## src/rtl/fp_alu_pkg.sv

```systemverilog
`default_nettype none
// ============================================================================
// fp_alu_pkg : shared constants and FSM encoding for the FP ALU controllers
// Rev 1.0
// ============================================================================
package fp_alu_pkg;

    localparam int FP_W = 32;

    typedef enum logic [1:0] {
        IDLE = 2'd0,
        EXEC = 2'd1,
        RESP = 2'd2
    } state_t;

endpackage
`default_nettype wire

```

## src/rtl/FP_Mul.sv

```systemverilog
`default_nettype none
// ============================================================================
// FP_Mul : combinational IEEE-754 single multiply, round-to-nearest-even
// Rev 1.0
// ============================================================================
module FP_Mul
    import fp_alu_pkg::*;
(
    input  logic [FP_W-1:0] a_i,
    input  logic [FP_W-1:0] b_i,
    output logic [FP_W-1:0] p_o
);

    logic        sign;
    logic [7:0]  ea, eb;
    logic [22:0] fa, fb;
    logic        a_zero, b_zero, a_inf, b_inf, a_nan, b_nan;
    logic [47:0] prod;
    logic [22:0] mant;
    logic        guard, sticky, round_up;
    logic [23:0] mant_r;
    logic [9:0]  exp_n, exp_r;

    assign sign   = a_i[31] ^ b_i[31];
    assign ea     = a_i[30:23];
    assign eb     = b_i[30:23];
    assign fa     = a_i[22:0];
    assign fb     = b_i[22:0];
    // Subnormal inputs are flushed to zero.
    assign a_zero = (ea == 8'd0);
    assign b_zero = (eb == 8'd0);
    assign a_inf  = (ea == 8'hFF) && (fa == 23'd0);
    assign b_inf  = (eb == 8'hFF) && (fb == 23'd0);
    assign a_nan  = (ea == 8'hFF) && (fa != 23'd0);
    assign b_nan  = (eb == 8'hFF) && (fb != 23'd0);

    assign prod = {24'd0, 1'b1, fa} * {24'd0, 1'b1, fb};

    always_comb begin
        if (prod[47]) begin
            mant   = prod[46:24];
            guard  = prod[23];
            sticky = |prod[22:0];
        end else begin
            mant   = prod[45:23];
            guard  = prod[22];
            sticky = |prod[21:0];
        end
        round_up = guard & (sticky | mant[0]);
        mant_r   = {1'b0, mant} + {23'd0, round_up};
        // Two's-complement 10-bit biased exponent; bit 9 flags underflow.
        exp_n    = {2'b00, ea} + {2'b00, eb} + {9'd0, prod[47]} - 10'd127;
        exp_r    = exp_n + {9'd0, mant_r[23]};

        if (a_nan || b_nan || (a_inf && b_zero) || (a_zero && b_inf))
            p_o = 32'h7FC0_0000;
        else if (a_inf || b_inf)
            p_o = {sign, 8'hFF, 23'd0};
        else if (a_zero || b_zero || exp_r[9] || (exp_r == 10'd0))
            p_o = {sign, 31'd0};
        else if (exp_r >= 10'd255)
            p_o = {sign, 8'hFF, 23'd0};
        else
            p_o = {sign, exp_r[7:0], mant_r[22:0]};
    end

endmodule
`default_nettype wire

```

## src/rtl/fp_mul_arbiter.sv

```systemverilog
`default_nettype none
// ============================================================================
// fp_mul_arbiter : two-port round-robin sequencer sharing one FP_Mul
// Rev 1.0
// ============================================================================
module fp_mul_arbiter
    import fp_alu_pkg::*;
#(
    parameter int W = FP_W
) (
    input  logic         clk,
    input  logic         rst,
    input  logic         req0_valid,
    input  logic [W-1:0] req0_a,
    input  logic [W-1:0] req0_b,
    output logic         req0_ready,
    input  logic         req1_valid,
    input  logic [W-1:0] req1_a,
    input  logic [W-1:0] req1_b,
    output logic         req1_ready,
    output logic         rsp_valid,
    output logic [W-1:0] rsp_data,
    output logic         rsp_id,
    input  logic         rsp_ready
);

    state_t         state_q, state_d;
    logic           last_q, last_d;
    logic [W-1:0]   op_a_q, op_a_d;
    logic [W-1:0]   op_b_q, op_b_d;
    logic           op_id_q, op_id_d;
    logic           rsp_valid_q, rsp_valid_d;
    logic [W-1:0]   rsp_data_q, rsp_data_d;
    logic           rsp_id_q, rsp_id_d;
    logic           grant;
    logic           accept;
    logic [W-1:0]   mul_p;

    // Grant is a pure function of the valids and the last pointer, so the
    // ready outputs never see rsp_ready.
    always_comb begin
        if (req0_valid && req1_valid) grant = ~last_q;
        else if (req1_valid)          grant = 1'b1;
        else if (req0_valid)          grant = 1'b0;
        else                          grant = ~last_q;
    end

    assign req0_ready = ~rst & (state_q == IDLE) & ~grant;
    assign req1_ready = ~rst & (state_q == IDLE) &  grant;
    assign accept     = grant ? (req1_valid & req1_ready) : (req0_valid & req0_ready);

    FP_Mul u_mul (
        .a_i (op_a_q),
        .b_i (op_b_q),
        .p_o (mul_p)
    );

    always_comb begin
        state_d     = state_q;
        last_d      = last_q;
        op_a_d      = op_a_q;
        op_b_d      = op_b_q;
        op_id_d     = op_id_q;
        rsp_valid_d = rsp_valid_q;
        rsp_data_d  = rsp_data_q;
        rsp_id_d    = rsp_id_q;
        unique case (state_q)
            IDLE: begin
                if (accept) begin
                    state_d = EXEC;
                    last_d  = grant;
                    op_id_d = grant;
                    op_a_d  = grant ? req1_a : req0_a;
                    op_b_d  = grant ? req1_b : req0_b;
                end
            end
            EXEC: begin
                state_d     = RESP;
                rsp_valid_d = 1'b1;
                rsp_data_d  = mul_p;
                rsp_id_d    = op_id_q;
            end
            RESP: begin
                if (rsp_ready) begin
                    state_d     = IDLE;
                    rsp_valid_d = 1'b0;
                end
            end
            default: state_d = IDLE;
        endcase
    end

    always_ff @(posedge clk) begin
        if (rst) begin
            state_q     <= IDLE;
            last_q      <= 1'b1;
            op_a_q      <= '0;
            op_b_q      <= '0;
            op_id_q     <= 1'b0;
            rsp_valid_q <= 1'b0;
            rsp_data_q  <= '0;
            rsp_id_q    <= 1'b0;
        end else begin
            state_q     <= state_d;
            last_q      <= last_d;
            op_a_q      <= op_a_d;
            op_b_q      <= op_b_d;
            op_id_q     <= op_id_d;
            rsp_valid_q <= rsp_valid_d;
            rsp_data_q  <= rsp_data_d;
            rsp_id_q    <= rsp_id_d;
        end
    end

    assign rsp_valid = rsp_valid_q;
    assign rsp_data  = rsp_data_q;
    assign rsp_id    = rsp_id_q;

endmodule
`default_nettype wire

```

## config.mk

```make
export PLATFORM = sky130hd
export DESIGN_NAME = fp_mul_arbiter
export DESIGN_NICKNAME = d
export VERILOG_FILES = /design/src/rtl/fp_alu_pkg.sv /design/src/rtl/FP_Mul.sv /design/src/rtl/fp_mul_arbiter.sv
export SDC_FILE = /design/constraint.sdc
export NUM_CORES = 2
export LEC_CHECK = 0
export ABC_AREA = 1
export CAP_MARGIN = 20
export CORE_ASPECT_RATIO = 2
export CORE_MARGIN = 2
export CORE_UTILIZATION = 53
export CTS_CLUSTER_DIAMETER = 60
export CTS_CLUSTER_SIZE = 24
export DETAILED_ROUTE_END_ITERATION = 12
export PLACE_DENSITY = 0.76
export SLEW_MARGIN = 10
export SYNTH_ARGS = -nofsm -noshare
export SYNTH_HDL_FRONTEND = slang
export SYNTH_HIERARCHICAL = 1
export SYNTH_SLANG_ARGS = --single-unit
```

## constraint.sdc

```tcl
create_clock -name clk -period 11.3 [get_ports clk]
set_clock_uncertainty 0.05 [all_clocks]
set_input_delay 1.13 -clock clk [delete_from_list [all_inputs] [get_ports clk]]
set_output_delay 1.13 -clock clk [all_outputs]
set_load 0.05 [all_outputs]
```

# Word level (Yosys, flattened, before mapping)
# Cells that the tools add are included.
[word_totals]
register_bits = 102
in_bits = 133
output_inout_bits = 36
wordCells = 78
[classes]
addsub = 5
mul = 1
order_cmp = 1
n_eq_ne = 6
mux = 18
bitwise = 11
reduce_logical = 28
[op_table]
columns = ["operator", "count"]
rows = [
  ["$mux 32", 3],
  ["$mux 31", 3],
  ["$mul 24x24->48", 1],
  ["$logic_not 23->1", 2],
  ["$reduce_bool 23->1", 2],
  ["$add 23x1->24", 1],
  ["$mux 23", 1],
  ["$reduce_or 23->1", 1],
  ["$reduce_or 22->1", 1],
  ["$add 10x1->10", 2],
  ["$eq 8x8->1 const B", 2],
  ["$logic_not 8->1", 2],
  ["$ge 10x8->1 const B", 1],
  ["$logic_not 10->1", 1],
  ["$sub 10x7->10 const B", 1],
  ["$add 8x8->9", 1],
  ["$logic_and 1x1->1", 7],
  ["$logic_or 1x1->1", 7],
  ["$mux 1", 7],
  ["$and 1x1->1", 6],
  ["$pmux 2 s3", 1],
  ["$reduce_and 2->1", 3],
  ["$mux 2", 2],
  ["$ne 2x2->1 const B", 2],
  ["8 further kinds", 10],
]

# Depth between registers and ports, before layout
[depth]
word_depth = 12
mapped_depth = 56
mapped_depth_nobuf = 51

# Modules after synthesis
# Netlist, hierarchy kept.
[modules_own_cells]
columns = ["mod", "n_inst", "cells_each", "area_per_inst_um2", "seq_area_each_um2"]
rows = [
  ["FP_Mul", 1, 3300, 22695.5, 0.0],
  ["fp_mul_arbiter", 1, 688, 4550.6, 2042.0],
]

# Least setup slack after synthesis
# No wires, ideal clock.
[synth_timing]
path_type = "register to register"
from = "register op_b_q[3]"
to = "register rsp_data_q[13], in the netlist rsp_data[13]"
setup_ps = 65
arrival_time_ps = 9085
required_ps = 11185
setup_slack_ps = 2100
path_stages_with_launch = 54
n_path_buf = 5
period_less_slack_ps = 9200
cell_sequence = "dfxtp_1 clkbuf_1 clkbuf_1 nand2_1 fa_1 inv_1 fa_1 inv_1 fa_1 inv_1 fa_1 inv_1 fa_1 inv_1 fa_1 inv_1 fa_1 inv_1 [18 not listed] nor3_1 fa_1 fa_1 nand3_1 nand2_1 a21oi_1 nor2_1 nor2_1 xnor2_1 nor3_1 a21oi_1 inv_1 nor3_1 buf_2 o21ai_0 nor2_1 nor2_1 nor2_1"
[synth_between]
elab_chain_len = 12
word_cells_on_any_way = 29
classes_between = "add/sub: 4; mul: 1; order compare: 1; mux: 7; bitwise: 2; reduce/logical: 14"
[synth_lines]
columns = ["item", "line_no", "source"]
rows = [
  ["start, declared", "fp_mul_arbiter.sv:30", "logic [W-1:0] op_b_q, op_b_d;"],
  ["start signal, assigned", "fp_mul_arbiter.sv:107", "op_b_q <= op_b_d;"],
  ["$mul 24x24->48", "FP_Mul.sv:37", "assign prod = {24'd0, 1'b1, fa} * {24'd0, 1'b1, fb};"],
  ["$reduce_or 23->1 or $reduce_or 22->1 (tied branches)", "FP_Mul.sv:43, FP_Mul.sv:47", ""],
  ["$mux 1", "FP_Mul.sv:40", "if (prod[47]) begin"],
  ["$or 1x1->1", "FP_Mul.sv:49", "round_up = guard & (sticky | mant[0]);"],
  ["$and 1x1->1", "FP_Mul.sv:49", ""],
  ["$add 23x1->24", "FP_Mul.sv:50", "mant_r = {1'b0, mant} + {23'd0, round_up};"],
  ["$add 10x1->10", "FP_Mul.sv:53", "exp_r = exp_n + {9'd0, mant_r[23]};"],
  ["$ge 10x8->1, or another cell as far along", "FP_Mul.sv:61", "else if (exp_r >= 10'd255)"],
  ["$mux 31 or $logic_or 1x1->1 (tied branches)", "FP_Mul.sv:61, FP_Mul.sv:59", ""],
  ["$mux 31", "FP_Mul.sv:59", "else if (a_zero || b_zero || exp_r[9] || (exp_r == 10'd0))"],
  ["$mux 31", "FP_Mul.sv:57", "else if (a_inf || b_inf)"],
  ["$mux 32 (*)", "FP_Mul.sv:55", "if (a_nan || b_nan || (a_inf && b_zero) || (a_zero && b_inf))"],
  ["named net mul_p[13]", "fp_mul_arbiter.sv:37", "logic [W-1:0] mul_p;"],
  ["end signal, assigned", "fp_mul_arbiter.sv:110", "rsp_data_q <= rsp_data_d;"],
  ["end, declared", "fp_mul_arbiter.sv:33", "logic [W-1:0] rsp_data_q, rsp_data_d;"],
]
# The timed path passes the listed nets; every way through them passes the cells marked *.
# A chain may end at the register's enable or synchronous reset.

# Final worst setup path
[layout_timing]
from = "register op_b_q[9]"
to = "register rsp_data_q[8], in the netlist rsp_data[8]"
# The elaborated chain is that of the path after synthesis.

==> summary.md <==
| Metric | Value |
|---|---|
| Vias in the first global route | `26.55k` |
| Critical-path top delay cell | `dfxtp_1` |
| Routability Congestion | `1.009` |
| Detailed Routing Iterations Pass 1 | `6` |
| DRT Wirelength | `84100 µm` |
| Largest family of logic cells by synthesized area | `adder cells` |
| Synth Area in Compound Gates | `2.530%` |
| Chip Width | `164.3 µm` |
| Mapped Cells | `3988` |
| Min Tclk post-route | `10540 ps` |
| Crit path to | `rsp_data[8]$_SDFFE_PP0P_` |
| Final Hold Viols | `0` |
| Detail Route met2 WL | `44820 µm` |
| PortBufs | `168` |
| EDFF count, synth | `0` |
| P&R area growth vs syn | `9.318%` |
| Reg-to-Reg End | `rsp_data[8]$_SDFFE_PP0P_` |
| Total GRT Usage | `33.12%` |
| DIE HEIGHT | `324.7 µm` |
| Antenna violations before repair | `2` |
| Reg2Reg Depth | `47` |
| CP endpoint kind | `register` |
| Core area | `50800 µm²` |
| Worst-path clk slew | `80 ps` |
| Largest net degree at the start of global routing | `102` |
| Post-synth top area share | `35.56%` |
| H-tree Lvls | `3` |
| CTS Buf Count | `9` |
| Skew-Pair Late Insertion Delay | `400 ps` |
| Final setup vio count | `0` |
| DRT antenna net count | `0` |
| Cell variety after synth | `44` |
| Synth warn | `6` |
| Async S/R FF share, synth | `0%` |
| Mean Syn Cell Area | `6.832 µm²` |
| Final period util | `93.30%` |
| WP buf/inv | `8` |
| Synth Flop Type | `dfxtp_1` |
| Xor and xnor area share after synthesis | `1.189%` |
| Status | `finished clean` |
| # clock sinks | `102` |
| Yosys reg bits | `102` |
| Adder-Cell Fraction of Synth Area | `44.20%` |
| Dpl cell area | `29480 µm²` |
| WP data required | `11580 ps` |
| CP peak stage delay | `670 ps` |
| Routed length on met3 | `4125 µm` |
| Least-Margin Pin Slew | `1038 ps` |
| MaxCap Viol Count | `0` |
| # hold bufs at CTS | `0` |
| Hold_ws | `449.7 ps` |
| Worst Setup SP | `op_b_q[9]$_SDFFE_PP0P_` |
| IO Count | `169` |
| Vias | `24.63k` |
| Initial Util | `53.64%` |
| CTS max path bufs | `2` |
| WL/cell | `17.80 µm` |
| Sequential area share after synthesis | `7.494%` |
| Final Net Count | `4869` |
| HPWL Detailed | `70070 µm` |
| Metal-1 WL | `25940 µm` |
| Pre-CTS setup slack | `829.6 ps` |
| Vias per cell | `5.214` |
| First-pass GRT wire length | `134900 µm` |
| CTS Root Cell | `clkbuf_16` |
| CP Max Fanout | `30` |
| CP top delay family | `adder cells` |
| Initial DRC count | `1435` |
| Hold crit path type | `register to register` |
| Critical Path Stages | `47` |
| Synth area leader | `fa_1` |
| CP arrival | `10820 ps` |
| FP Rows | `117` |
| Critical path class | `register to register` |
| Final instance area | `29780 µm²` |
| Remaining DRCs | `0` |
| Final worst slack | `756.6 ps` |
| Die area | `53350 µm²` |
| CTS tree | `yes` |
| Net count after synthesis | `4793` |
| Flop2flop setup slack | `760 ps` |
| Slew headroom | `30.80%` |
| Setup TNS | `0 ps` |
| RSZ-0062 raised after global routing | `false` |
| Largest cells by area after synthesis | `fa_1, nand2_1, inv_1` |
| CP startpoint kind | `register` |
| CP dominant cell by count | `fa_1` |
| Synthesized area | `27250 µm²` |
| Area share of and/or/nand/nor cells after synthesis | `26.77%` |
| Share of cells above drive strength 1 | `3.441%` |
| DR top layer | `met5` |
| FF-to-FF Start | `op_b_q[9]$_SDFFE_PP0P_` |
| Post-synthesis mux area share | `0%` |
| Filler Cell Count | `4790` |
| Residual overflow from global routing | `0` |
| Final slew viol count | `0` |
| Fmax | `94.85 MHz` |
## final cells by class
| cell class | count | area, µm² | area share, % |
|---|---|---|---|
| antenna | 1 | 2.502 | 0.008402 |
| clock buffer | 10 | 239.0 | 0.8024 |
| clock inverter | 6 | 66.31 | 0.2226 |
| inverter | 1103 | 4140 | 13.90 |
| multi-input combinational | 2622 | 20360 | 68.35 |
| sequential | 102 | 2044 | 6.864 |
| tap | 654 | 818.3 | 2.747 |
| timing repair buffer | 226 | 2117 | 7.108 |
## cells in the mapped netlist, types with 2 or more instances
cell / n
nand4_2: 2
nor3_1: 19
nand3b_1: 10
fa_1: 484
nand2_1: 1266
nand3_2: 3
nor4_1: 13
a21o_1: 2
o21bai_1: 6
inv_2: 5
nand2_4: 3
inv_1: 1097
nand4_1: 22
o21ai_1: 10
buf_1: 5
xnor2_1: 16
and2_0: 2
nor2_1: 208
dfxtp_1: 102
nor2_2: 19
a21oi_1: 49
or2_2: 4
nand2_2: 14
o21ai_2: 3
nor2_4: 4
clkbuf_1: 116
buf_4: 9
buf_6: 6
o21a_1: 2
ha_1: 188
buf_2: 25
nand3_1: 193
xor2_1: 21
a21oi_2: 2
o21ai_0: 49
## worst min-delay path by stage
stage | endpoint | slack (ps) | cells after the start | startpoint
2_1_floorplan | op_a_q[5]$_SDFFE_PP0P_ | 400 | 2 | op_a_q[5]$_SDFFE_PP0P_
3_3_place_gp | op_a_q[31]$_SDFFE_PP0P_ | 430 | 2 | op_a_q[31]$_SDFFE_PP0P_
3_5_place_dp | op_b_q[31]$_SDFFE_PP0P_ | 440 | 2 | op_b_q[31]$_SDFFE_PP0P_
4_1_cts | last_q$_SDFFE_PP1P_ | 450 | 2 | last_q$_SDFFE_PP1P_
5_1_grt | op_b_q[31]$_SDFFE_PP0P_ | 480 | 2 | op_b_q[31]$_SDFFE_PP0P_
6_report | last_q$_SDFFE_PP1P_ | 450 | 2 | last_q$_SDFFE_PP1P_
## worst register-to-register path, delay by kind of cell (launching register included)
| family | cells | cell delay, ps |
|---|---|---|
| buffers and inverters | 8 | 1100 |
| AND/OR/NAND/NOR | 23 | 3320 |
| XOR/XNOR | 1 | 220 |
| flip-flops | 1 | 670 |
| AO/OA/AOI/OAI | 5 | 690 |
| adder cells (fa/ha/maj) | 10 | 4450 |
## cells by family after synthesis
kind of cell,after synthesis
AND/OR/NAND/NOR,1786
buffers and inverters,1264
adder cells (fa/ha/maj),672
AO/OA/AOI/OAI,127
flip-flops,102
XOR/XNOR,37
## registers in the layout, indices dropped and copies added, names as in the netlist
signal	cells
last_q	1
state_q	2
rsp_id	1
op_a_q	32
rsp_valid	1
op_id_q	1
op_b_q	32
rsp_data	32
## per-stage QoR
step / util, % / std cells
3_5_place_dp: 58.03 / 4707
5_1_grt: 58.63 / 4723
4_1_cts: 58.63 / 4723
2_1_floorplan: - / 3988
3_3_place_gp: 58.03 / 4707
6_report: 58.63 / 4724
## what timing repair did
action                     CTS  global route
setup endpoints to repair    0             6
resized for setup            0             1
buffers inserted             0             0
hold endpoints to repair     0             0
## layer usage
| metal | vias to the layer above | GRT usage [%] |
|---|---|---|
| met5 | - | 0 |
| met4 | 2 | 28.64 |
| met3 | 462 | 4.111 |
| met2 | 986 | 61.02 |
| met1 | 11660 | 31.35 |
| li1 | 11520 | - |
## cells in the final DEF (no fill, tap or decap), types with 3 or more instances in the layout
cell	Yosys	layout
ha_1	188	188
nand3_2	3	3
or2_2	4	4
nor2_2	19	19
nand2_4	3	3
a21oi_1	49	49
nand2_1	1266	1263
clkdlybuf4s50_1	0	168
fa_1	484	484
o21ai_0	49	49
xor2_1	21	21
dfxtp_1	102	100
inv_2	5	6
nand4_1	22	22
buf_4	9	58
nor2_1	208	208
o21ai_2	3	3
nor3_1	19	19
nand3b_1	10	10
inv_1	1097	1096
nand3_1	193	193
o21bai_1	6	6
nor4_1	13	13
xnor2_1	16	16
o21ai_1	10	10
nor2_4	4	4
clkbuf_16	0	9
nand2_2	14	17
Power is not shown: default switching activity piles up to over one toggle a cycle in this logic, so the estimate is an artifact.
